[src/rtl/rf_write_arbiter.sv]
// Two-requester round-robin arbiter for the single register-bank write port.
// A granted requester sits out one edge, so sustained contention alternates 0,1,0,1.
module rf_write_arbiter #(
  parameter int DATA_WIDTH       = 32,
  parameter bit ZERO_REG_PROTECT = 1'b1
) (
  input  logic                  clk_i,
  input  logic                  reset_i,
  input  logic                  req0_i,
  input  logic [4:0]            addr0_i,
  input  logic [DATA_WIDTH-1:0] data0_i,
  input  logic                  req1_i,
  input  logic [4:0]            addr1_i,
  input  logic [DATA_WIDTH-1:0] data1_i,
  output logic                  gnt0_o,
  output logic                  gnt1_o,
  output logic [31:0]           load_o,
  output logic [DATA_WIDTH-1:0] wdata_o,
  output logic                  busy_o
);

  logic                  gnt0_q, gnt0_d;
  logic                  gnt1_q, gnt1_d;
  logic [31:0]           load_q, load_d;
  logic [DATA_WIDTH-1:0] wdata_q, wdata_d;
  logic                  ptr_q, ptr_d;
  logic                  elig0, elig1;
  logic [4:0]            gnt_addr;
  logic [31:0]           one_hot_base;

  assign one_hot_base = 32'd1;

  always_comb begin
    elig0    = req0_i & ~gnt0_q;
    elig1    = req1_i & ~gnt1_q;
    // ptr_q=1 means requester 1 won last, so requester 0 takes a tie
    gnt0_d   = elig0 & (~elig1 | ptr_q);
    gnt1_d   = elig1 & (~elig0 | ~ptr_q);
    gnt_addr = gnt1_d ? addr1_i : addr0_i;
    load_d   = 32'd0;
    wdata_d  = wdata_q;
    ptr_d    = ptr_q;
    if (gnt0_d || gnt1_d) begin
      wdata_d = gnt1_d ? data1_i : data0_i;
      ptr_d   = gnt1_d;
      if (!(ZERO_REG_PROTECT && (gnt_addr == 5'd0))) begin
        load_d = one_hot_base << gnt_addr;
      end
    end
  end

  always_ff @(posedge clk_i or posedge reset_i) begin
    if (reset_i) begin
      gnt0_q  <= 1'b0;
      gnt1_q  <= 1'b0;
      load_q  <= 32'd0;
      wdata_q <= '0;
      ptr_q   <= 1'b1;
    end else begin
      gnt0_q  <= gnt0_d;
      gnt1_q  <= gnt1_d;
      load_q  <= load_d;
      wdata_q <= wdata_d;
      ptr_q   <= ptr_d;
    end
  end

  assign gnt0_o  = gnt0_q;
  assign gnt1_o  = gnt1_q;
  assign load_o  = load_q;
  assign wdata_o = wdata_q;
  assign busy_o  = (req0_i & ~gnt0_q) | (req1_i & ~gnt1_q);

endmodule
[config.mk]
export PLATFORM = sky130hd
export DESIGN_NAME = rf_write_arbiter
export DESIGN_NICKNAME = d
export VERILOG_FILES = /design/src/rtl/rf_write_arbiter.sv
export SDC_FILE = /design/constraint.sdc
export NUM_CORES = 1
export LEC_CHECK = 0
export BUFFER_PORTS_ARGS = -buffer_cell sky130_fd_sc_hd__buf_2
export CORE_ASPECT_RATIO = 1.4
export CORE_MARGIN = 4
export CORE_UTILIZATION = 38
export DETAILED_ROUTE_END_ITERATION = 8
export PLACE_DENSITY = 0.78
export SETUP_SLACK_MARGIN = 0.2
export SYNTH_ARGS = -nofsm -noshare
export SYNTH_HDL_FRONTEND = slang
export SYNTH_SLANG_ARGS = --single-unit
export TNS_END_PERCENT = 1
[constraint.sdc]
create_clock -name clk_i -period 4.1 [get_ports clk_i]
set_input_delay 0.82 -clock clk_i [delete_from_list [all_inputs] [get_ports clk_i]]
set_output_delay 0.82 -clock clk_i [all_outputs]
set_load 0.005 [all_outputs]
# == Word-level counts from Yosys, hierarchy flattened ==
# Cells that the tools add are included.
# totals
ff_bits,67
# classes
shift,1
n_mux,4
bitwise_logic,12
reduce_logical,2
# ops
cell,count
$mux 32,3
$shl 1x5->32 const A,1
$logic_not 5->1,1
$mux 5,1
$not 1->1,5
$and 1x1->1,4
$or 1x1->1,3
$logic_or 1x1->1,1

# == Longest topological paths before layout ==
# logic_depth
depth_word,9
ltp_mapped,6
mapped_depth_nobuf,4

# == Least setup slack after synthesis ==
# Ideal clock, no wire load.
# synth_path
path_kind,input -> output
startpoint,in req1_i
endpoint,out busy_o
arrival_time_ns,1.416
slack_ns,1.864
stages,5
path_buffers,2
cell_sequence,and2b_1 > buf_6 > nor2_8 > inv_2 > buf_4
# synth_via
elab_chain_cells,2
# synth_lines
element,line_no,text
"start, declared",12,"input logic req1_i,"
$and 1x1->1,72,assign busy_o = (req0_i & ~gnt0_q) | (req1_i & ~gnt1_q);
$or 1x1->1,72,
"end, declared",19,output logic busy_o
# Every way passes these cells.

# == Worst setup path after layout ==
# Same ends and word-level chain as after synthesis.

==> impl_metrics.py <==
metrics = {
    "final_layout": {
        "final_layout_size_suffix_gt1_share_pct": 45.9,
        "fin_nets": 498,
        "area_growth_pct": 28.9,
        "antenna_cells": 0,
    },
    "clocking": {
        "h-tree-depth": 3,
        "postCtsSetupBuffers": 0,
        "cts_hold_buffers": 0,
        "ctsResizeCount": 0,
        "cts_root_buffer": "clkbuf_16",
        "clk_pin_slew_ps": 50,
        "cts_buffers": 9,
        "clock_path_buffers": 2,
        "clkLatencyLatePin_ps": 330,
        "cts_tree": "built",
        "numClockSinks": 67,
    },
    "sta": {
        "rsz0062_at_grt": "false",
        "fmax_mhz": 336,
        "fin_tns_setup_ps": 0,
        "relSlewSlack_pct": 22.6,
        "fin_crit_ps": 2980,
        "hold_viol_final": 0,
        "setup_ws_ps": 1120,
        "fin_crit_sh_pct": 72.6,
        "worst_slew_pin_slew_ps": 1160,
        "drv_slew": 0,
        "setup_viol": 0,
        "skew_ps": 4.29,
    },
    "grt": {
        "first_global_vias": 3038,
        "grt_max_degree": 66,
        "grt_overflow": 0,
        "grt_usage_pct": 19.1,
        "antenna_found_initial": 0,
        "grt_pass1_wl_um": 15600,
    },
    "synthesis": {
        "ys_seq_elements": 67,
        "yosysSeqAreaShare_pct": 51.1,
        "synthArstFlopShare_pct": 100,
        "yosys.area.top_type": "dfrtp_1",
        "yosys_most_used_dff": "dfrtp_1",
        "synth_edf_count": 0,
        "ys_top_cells_by_count": "66 x dfrtp_1, 32 x or3_1, 31 x a21oi_1, 31 x nand4_1, 31 x o211ai_1",
        "syn-num-nets": 376,
        "ys_top_cells_by_area": "dfrtp_1 50%, o221a_2 8.9%, o211ai_1 7.1%",
        "synth_cell_types": 31,
        "synthesis.area_um2": 3280,
        "yosysMostFrequentCell": "dfrtp_1",
        "synthCells": 298,
        "syn_avg_cell_area_um2": 11.0,
        "yosysWarnings": 0,
        "synth_top_area_share_pct": 50.3,
    },
    "power_and_ir_drop": {
        "power_leakage_nw": 1.94,
        "ir_worst_vdd_uv": 281,
        "p_per_area_nw_per_um2": 439,
    },
    "worst_setup_path": {
        "timing.rr.start": "ptr_q",
        "crit_end": "busy_o",
        "cpPeakStageDelay_ps": 390,
        "rr_worst_depth": 3,
        "crit_type": "in -> out",
        "cp.arrival_ps": 2160,
        "path_max_fanout": 33,
        "critPathLaunch": "req1_i",
        "r2r-end": "load_o[2]",
        "crit_required_ps": 3280,
        "cp-start-kind": "input port",
        "slowest_stage": "nor2_8",
        "worst-r2r-setup-slack_ps": 2070,
        "crit_top_cell": "buf_2",
        "end_kind": "output pin",
        "crit_chain": "buf_2 > and2b_1 > nor2_8 > inv_2 > buf_2",
    },
    "floorplanning": {
        "core_region_area_um2": 8300,
        "ios": 145,
        "die_h_um": 118,
        "rows": 39,
        "initial_core_util_pct": 39.6,
        "die_w_um": 86.6,
        "die-area_um2": 10200,
    },
    "min_path": {
        "whs_path_depth": 1,
        "hold_class": "reg -> reg",
    },
    "drt": {
        "drc": 0,
        "post_drt_wl_per_cell_um": 18.7,
        "vias": 3090,
        "drt_iter0_drc": 168,
        "drt-pass1-iter-count": 4,
        "wirelength_um": 9840,
        "ant_nets": 0,
        "via_per_inst": 5.89,
    },
    "placement": {
        "place_hpwl_um": 6760,
        "dp_worst_setup_slack_ps": 1130,
        "gp_congestion": 0.889,
        "port_buffers": 144,
    },
    "flow_run": {
        "cap_violations": 0,
    },
    "outcome": {
        "status": "finished, final reports clean",
    },
}
-- state kept, by name, indices dropped and copies added, names as in the netlist --
signal / cells
gnt0_o: 1
load_o: 32
gnt1_o: 1
wdata_o: 32
ptr_q: 1
-- power by group --
part           switching, mW  internal [mW]  total (mW)
registers             0.0400          0.740       0.780
clock network          0.258          0.431       0.689
logic                  0.215          0.174       0.389
total                  0.513           1.34        1.86
-- cells by family (layout without fill, tap and decap cells) --
family,count (synthesis),count (layout),share of synthesized area (%)
compound gates,96,96,23.3
simple gates,95,95,19.3
flops,67,67,51.1
buf+inv,39,164,6.17
other cells,1,1,0.114
-- metrics by stage --
| stage | power, mW | hold WS (ps) | instances | utilization, % | area [um2] |
|---|---|---|---|---|---|
| 6_report | 1.86 | 537 | 525 | 51.0 | 4230 |
| 5_1_grt | 1.94 | 559 | 525 | 51.0 | 4230 |
| 4_1_cts | 1.88 | 539 | 525 | 51.0 | 4230 |
| 3_5_place_dp | 1.18 | 532 | 511 | 47.8 | 3960 |
| 3_3_place_gp | 1.17 | 522 | 511 | 47.8 | 3960 |
| 2_1_floorplan | 1.03 | 513 | 298 | - | 3280 |
-- worst max-delay path: cells and delay by family --
kind / cells / cell delay (ps)
buffers and inverters: 3 / 710
AND/OR/NAND/NOR: 2 / 610
-- cells in the final DEF (no fill, tap or decap), types with 4 or more instances in the layout --
cell type  synthesis  routed
buf_2             11     144
dfrtp_1           66      66
or3_1             32      32
nand4_1           31      31
o211ai_1          31      31
a21oi_1           31      31
o221a_2           26      26
clkbuf_16          0       9
and3b_1            7       6
nor3b_1            6       6
o221a_1            6       6
nor2b_1            4       4
-- worst min path at each step --
stage               slack [ps]  start     to
floorplan                  510  ptr_q  ptr_q
global placement           520  ptr_q  ptr_q
detailed placement         530  ptr_q  ptr_q
CTS                        540  ptr_q  ptr_q
global route               560  ptr_q  ptr_q
finish                     540  ptr_q  ptr_q
-- layout make-up --
| cell class | instances | area (um2) |
|---|---|---|
| clock inverter | 3 | 15.0 |
| sequential | 67 | 1680 |
| tap | 102 | 128 |
| clock buffer | 11 | 253 |
| fill | 739 | 4060 |
| inverter | 3 | 11.3 |
| multi-input combinational | 192 | 1400 |
| timing repair buffer | 147 | 743 |
-- per-layer routing --
layer,part of all wire [%],global-route usage [%]
met1,38,24.3
met2,49,30.3
met3,12,5.74
met4,1.6,6.92
met5,0,0
No activity file was read; power rests on OpenSTA's default activity.
